### src/rtl/reg8_a.sv
// 8-bit load-enable register built from identical bit slices.
// Each slice: enable mux, synchronous reset, rising-edge flop.
module reg8_a #(
  parameter int WIDTH = 8
) (
  input  logic             clk,
  input  logic             res,
  input  logic             EN,
  input  logic [WIDTH-1:0] Reg_In,
  output logic [WIDTH-1:0] Reg_Out
);

  for (genvar i = 0; i < WIDTH; i++) begin : g_slice
    logic mux_out;

    // Recirculate the stored bit when not loading, so hold needs no clock gating.
    assign mux_out = EN ? Reg_In[i] : Reg_Out[i];

    always_ff @(posedge clk) begin
      if (res) begin
        Reg_Out[i] <= 1'b0;
      end else begin
        Reg_Out[i] <= mux_out;
      end
    end
  end

endmodule

### config.mk
export PLATFORM = sky130hd
export DESIGN_NAME = reg8_a
export DESIGN_NICKNAME = d
export VERILOG_FILES = /design/src/rtl/reg8_a.sv
export SDC_FILE = /design/constraint.sdc
export NUM_CORES = 1
export LEC_CHECK = 0
export CELL_PAD_IN_SITES_DETAIL_PLACEMENT = 0
export CELL_PAD_IN_SITES_GLOBAL_PLACEMENT = 1
export CORE_MARGIN = 5
export CORE_UTILIZATION = 22
export DETAILED_ROUTE_END_ITERATION = 16
export GPL_TIMING_DRIVEN = 0
export HOLD_SLACK_MARGIN = 0.06
export PLACE_DENSITY_LB_ADDON = 0.1
export SLEW_MARGIN = 20
export SYNTH_ARGS = -nofsm -noshare
export SYNTH_HDL_FRONTEND = slang
export SYNTH_SLANG_ARGS = --single-unit
### constraint.sdc
create_clock -name clk -period 0.8 [get_ports clk]
set_input_delay 0.16 -clock clk [delete_from_list [all_inputs] [get_ports clk]]
set_output_delay 0.16 -clock clk [all_outputs]
set_load 0.01 [all_outputs]
==> results of run 1 <==
==> power by group through the flow <==
stage,clock [mW],combinational [mW],sequential [mW]
CTS,0.315,0.161,0.444
finish,0.303,0.158,0.444
floorplan,0,0.0506,0.454
global placement,0,0.154,0.441
detailed placement,0,0.157,0.443
global route,0.335,0.169,0.447
==> cell usage in the layout, fill, tap and decap left out <==
master                            n
sky130_fd_sc_hd__nor2_1           8
sky130_fd_sc_hd__dfxtp_2          8
sky130_fd_sc_hd__clkdlybuf4s50_1  8
sky130_fd_sc_hd__clkbuf_4         3
sky130_fd_sc_hd__mux2i_1          8
sky130_fd_sc_hd__buf_6            9
sky130_fd_sc_hd__buf_1            1
==> worst max-delay path by stage <==
stage                              endpoint  slack, ps  cells after the start
finish                           Reg_Out[2]        -50                      1
global route                     Reg_Out[3]        -70                      1
CTS                              Reg_Out[1]        -60                      1
detailed placement               Reg_Out[1]       -210                      1
global placement                 Reg_Out[6]       -210                      1
floorplan           Reg_Out[0]$_SDFFE_PP0P_        180                      3
==> final cells by class <==
class / instances / area [µm²]
Fill cell: 128 / 762
Clock buffer: 3 / 22.5
Sequential cell: 8 / 170
Tap cell: 15 / 18.8
Timing Repair Buffer: 16 / 170
Multi-Input combinational cell: 16 / 110
Buffer: 2 / 15.0
==> kinds of logic (layout without fill, tap and decap cells) <==
group | after synthesis | after routing
flip-flops | 8 | 8
multiplexers | 8 | 8
AND/OR/NAND/NOR | 8 | 8
buffers and inverters | 2 | 21
==> metal layers <==
| layer | GRT usage | wire (µm) |
|---|---|---|
| met1 | 0.0659 | 238 |
| met2 | 0.118 | 358 |
| met3 | 0.0435 | 92 |
| met4 | 0.0341 | 14 |
| met5 | 0 | 0 |
==> impl_results.md, run 1 <==
* Status: finished, violations left
* Violated checks: negative setup slack
* Horiz. Die Dim at 46.0 µm
* Routability congestion estimate from global placement at 0.611
* Total iterations of the first detailed-routing run at 4
* Gate power share at 0.175
* Maximum number of pins on one net before global-route repair at 9
* Reported net switching power at 0.202 mW
* Leakage power total at 0.232 nW
* Smallest setup slack after layout at -47.6 ps
* Switching power as a share of total power at 0.223
* Critical Setup Path Class: reg2out
* Actual slew at the worst max-slew pin at 316 ps
* Io pins at 19
* Cells traversed along the worst timing path: buf_6
* Number of flip-flops in the largest register at 8
* Power Density at 1790 nW/µm²
* Initial antenna violation count at 0
* Max-slew headroom at the worst pin at 0.790
* Fraction of registers with async set/reset at 0
* Nets at 58
* Number of sinks on the clock net at 8
* Max rail drop VDD at 0.840 mV
* Share of the clock period used by the worst path after layout at 1.06
* Clock network latency to the later pin of the worst-skew pair at 250 ps
* Leading area contributor after synthesis: sky130_fd_sc_hd__dfxtp_1
* Final Max Tran Viols at 0
* Die Y at approximately 46 µm
* Worst reg2reg setup slack at 170 ps
* First-pass GRT wire length at 1.00 mm
* Min-Delay Startpoint: EN
* Category of cells accounting for the largest share of critical-path delay: flip-flops
* Regs by FF count: Reg_Out: 8 flops
* Final cell utilization of the core at 0.399
* Crit. End Element: output port
* Adder-cell share of the synthesized area at 0
* CP Data Required Time at 640 ps
* Core Area at 1270 µm²
* RSZ-0062 raised after global routing: yes
* Clock Power Share at 0.335
* Instance area at placement at 464 µm²
* Largest stage delay, worst path at 320 ps
* CP arrival at approximately 690 ps
* Fraction of power consumed by sequential logic at 0.491
* Critical R2R Capture: Reg_Out[1]$_SDFFE_PP0P_
* Area share of the largest cell type after synthesis at 0.561
* Number of resized instances in the post-cts repair step at 48
* Top cells by area, synth: sky130_fd_sc_hd__dfxtp_1 (56%), sky130_fd_sc_hd__mux2i_1 (28%), sky130_fd_sc_hd__nor2_1 (11%)
* Number of flip-flops and latches in the synthesized netlist at 8
* Type of origin of the critical path: flip-flop
* Minimum setup slack after placement at -214 ps
* Most used standard cells in the synthesized netlist: sky130_fd_sc_hd__dfxtp_1 (8), sky130_fd_sc_hd__mux2i_1 (8), sky130_fd_sc_hd__nor2_1 (8)
* Maximum fanout count along the critical path at 2
* Die area at 2120 µm²
* DRC marker count from the first detailed-route iteration at 3
* Min Hold Slack at 226 ps
* Hold Path Depth at 3
* Count of different cell masters after synthesis at 5
* Setup repair bufs after CTS at 0
* Number of levels in the clock H-tree at 1
* Total power of the final layout at a little over 0.9 mW
* Initial Util at 0.225
* Placed cell count at 57
* Cell internal power dissipation at 0.703 mW
* CTS Hold Bufs at 0
* Max-cap viol count at 0
* Dominant combinational cell family by area after synthesis: multiplexers
* Overall fraction of global-route tracks in use at 0.0702
* Synth-to-layout area growth at 77.6%
* FP Rows at 13
* Mean instance size in the synthesized netlist at 11.0 µm²
* Slowest cell on the critical path: sky130_fd_sc_hd__dfxtp_2
* Root cell of the clock tree: sky130_fd_sc_hd__clkbuf_4
* Number of antenna repair diodes at 0
* Number of warnings reported in the yosys synthesis log at 0
* Clk slew on worst S/H paths at about 50 ps
* Share of cell area taken by muxes after synthesis at 0.281
* Non-Filler Cell Area, Final at 507 µm²
* GRT Residual Overflow at 0
* Achievable clock frequency at about 1200 MHz
* Wirelength, routed at 703 µm
* Post-synthesis cell count at 26
* Vias in the first global route at 249
* Netlist Area Pre-Place at around 290 µm²
* Final setup violation count at 8
* CTS Buffer Depth at 2
* Final Hold Vio Count at 0
* Accumulated negative setup slack at -335 ps
* Buffers on Ports at 16
* WL/cell at 11.7 µm
* R2R cell count at 2
* Worst clock skew at 0 ps
* Destination of the worst hold path: Reg_Out[7]$_SDFFE_PP0P_
* Number of CTS-inserted buffers at 3
* Residual DRC at 0
* Number of flops mapped to enable cells by yosys at 0
* Largest register by flop count: Reg_Out
* Shortest clock period the worst path allows after layout at 848 ps
* Post-synth top flop: sky130_fd_sc_hd__dfxtp_1
* Kind of path behind the tightest hold check: in2reg
* Sequential cell area fraction in the yosys report at 0.561
* Area fraction in compound gates after synthesis at 0
* Via count normalized by instance count at 4.37
* CP Launch Point: Reg_Out[2]$_SDFFE_PP0P_
* Total via count in the routed design at between 200 and 300
* Antenna violation net count after detailed routing at 0
* Non-filler instance count after layout at 60
* Startpoint of the most critical register-to-register path: Reg_Out[1]$_SDFFE_PP0P_
* Share of layout cells above drive strength 1 at 0.444
* Syn Nets at 37
* Post-synthesis share of cell area spent on and, or, nand and nor gates at 0.105
* Critical path buffer and inverter count at 1
* XOR/XNOR share of the synthesized area at 0
* TritonCTS clock tree: yes
(Power assumes the default switching activity.)
==> run 2, diff against run 1 <==
==> constraint.sdc (replaced) <==
create_clock -name clk -period 0.8 [get_ports clk]
set_input_delay 0.08 -clock clk [delete_from_list [all_inputs] [get_ports clk]]
set_output_delay 0.08 -clock clk [all_outputs]
set_load 0.01 [all_outputs]
==> impl_results.md, run 2 (synthesis gave the netlist of run 1 again) <==
* Max-slew headroom at the worst pin at 0.790
* Io pins at 19
* Final Max Tran Viols at 0
* Final setup violation count at 0
* Placed cell count at 57
* Actual slew at the worst max-slew pin at about 310 ps
* CP arrival at 690 ps
* Shortest clock period the worst path allows after layout at between 700 and 800 ps
* Die area at 2120 µm²
* Critical Setup Path Class: reg2out
* Via count normalized by instance count at about 4.3
* FP Rows at 13
* Number of levels in the clock H-tree at 1
* TritonCTS clock tree: yes
* Total iterations of the first detailed-routing run at 2
* Non-Filler Cell Area, Final at 469 µm²
* Synth-to-layout area growth at 64.5%
* Type of origin of the critical path: flip-flop
* First-pass GRT wire length at 986 µm
* Status: finished, final reports clean
* CP Data Required Time at ~700 ps
* Crit. End Element: output port
* Residual DRC at 0
* Non-filler instance count after layout at 60
* Core Area at 1270 µm²
* Total of fill cells in the finished design at 134
* Max-cap viol count at 0
* Setup repair bufs after CTS at 0
* Final Hold Vio Count at 0
* Slowest cell on the critical path: sky130_fd_sc_hd__dfxtp_2
* Regs by FF count: Reg_Out: 8 flops
* Kind of path behind the tightest hold check: in2reg
* Number of flip-flops in the largest register at 8
* GRT Residual Overflow at 0
* Share of layout cells above drive strength 1 at 0.444
* Leakage power total at 0.226 nW
* Clock network latency to the later pin of the worst-skew pair at 250 ps
* Instance area at placement at 464 µm²
* Achievable clock frequency at 1300 MHz
* Share of the clock period used by the worst path after layout at 0.965
* Nets at 58
* Initial Util at 0.225
* Largest register by flop count: Reg_Out
* DRC marker count from the first detailed-route iteration at 2
* Maximum number of pins on one net before global-route repair at 9
* Clk slew on worst S/H paths at 50 ps
* Category of cells accounting for the largest share of critical-path delay: flip-flops
* Cells traversed along the worst timing path: buf_2
* Critical path buffer and inverter count at 1
* Buffers on Ports at 16
* Number of CTS-inserted buffers at 3
* Power Density at 1870 nW/µm²
* Total via count in the routed design at 260
* Most frequent cells in the layout: sky130_fd_sc_hd__dfxtp_2 (8), sky130_fd_sc_hd__mux2i_1 (8), sky130_fd_sc_hd__nor2_1 (8), sky130_fd_sc_hd__clkdlybuf4s50_1 (8), sky130_fd_sc_hd__buf_2 (6)
* Overall fraction of global-route tracks in use at 0.0694
* Largest stage delay, worst path at around 310 ps
* CTS Buffer Depth at 2
* Horiz. Die Dim at 46.0 µm
* Wirelength, routed at 709 µm
* Accumulated negative setup slack at 0 ps
* Antenna violation net count after detailed routing at 0
* WL/cell at 11.8 µm
* Routability congestion estimate from global placement at 0.611
* Max rail drop VDD at about 0.82 mV
* Maximum fanout count along the critical path at 2
* Number of antenna repair diodes at 0
* Worst clock skew at 0 ps
* Vias in the first global route at about 240
* Die Y at 46.0 µm
* Number of sinks on the clock net at 8
* Initial antenna violation count at 0
* Root cell of the clock tree: sky130_fd_sc_hd__clkbuf_4
run 2: cell counts in the layout (fill, tap and decap cells not counted):
Identical to the previous run, type by type.
run 2: where the power goes:
part           total (mW)  internal (mW)  leakage, nW  switching [mW]
clock               0.301          0.171       0.0138           0.129
combinational       0.140         0.0850        0.143          0.0545
sequential          0.439          0.428       0.0689          0.0118
total               0.879          0.684        0.226           0.196
run 2: per-stage QoR:
| stage | power [mW] | hold slack [ps] | setup WS (ps) | utilization |
|---|---|---|---|---|
| final | 0.879 | 147 | 28.1 | 0.370 |
| after global routing | 0.927 | 156 | -2.17 | 0.370 |
| after CTS | 0.885 | 149 | 0.366 | 0.353 |
| after detailed placement | 0.600 | 406 | -134 | 0.366 |
| after global placement | 0.595 | 399 | -127 | 0.366 |
| after floorplan | 0.504 | 227 | 200 | - |
run 2: worst paths after layout:
check / from / cells after the start / endpoint / slack, ps
max: Reg_Out[7]$_SDFFE_PP0P_ / 1 / Reg_Out[7] / 30
max reg2reg: Reg_Out[1]$_SDFFE_PP0P_ / 2 / Reg_Out[1]$_SDFFE_PP0P_ / 170
min: EN / 3 / Reg_Out[7]$_SDFFE_PP0P_ / 150
min reg2reg: Reg_Out[7]$_SDFFE_PP0P_ / 2 / Reg_Out[7]$_SDFFE_PP0P_ / 480
run 2: routing by layer:
layer  share of wire  vias up  global-route usage
li1                -      123                   -
met1            0.32      120              0.0634
met2            0.49       13               0.102
met3            0.14        4              0.0553
met4           0.048        0              0.0511
met5               0        -                   0
run 2: final cells by class:
cell class / count / area [µm²] / area share
buffer: 2 / 15.0 / 0.0320
clock buffer: 3 / 22.5 / 0.0480
multi-input combinational: 16 / 110 / 0.235
sequential: 8 / 170 / 0.363
tap: 15 / 18.8 / 0.0400
timing repair buffer: 16 / 133 / 0.283
run 2: worst reg2reg max path, stage by stage (launching register included):
cell                      delay (ps)
sky130_fd_sc_hd__dfxtp_2         320
sky130_fd_sc_hd__mux2i_1         130
sky130_fd_sc_hd__nor2_1           60
run 2: timing repair:
item | in CTS | in global routing
hold buffers | 0 | 0
setup endpoints to repair | 8 | 8
gates resized for setup | 33 | 9
==> run 3, diff against run 2 <==
GPL_ROUTABILITY_DRIVEN = 0   (was default)
==> results of run 3 <==
No change in the layout: final DEF, timing and power equal those of run 2.
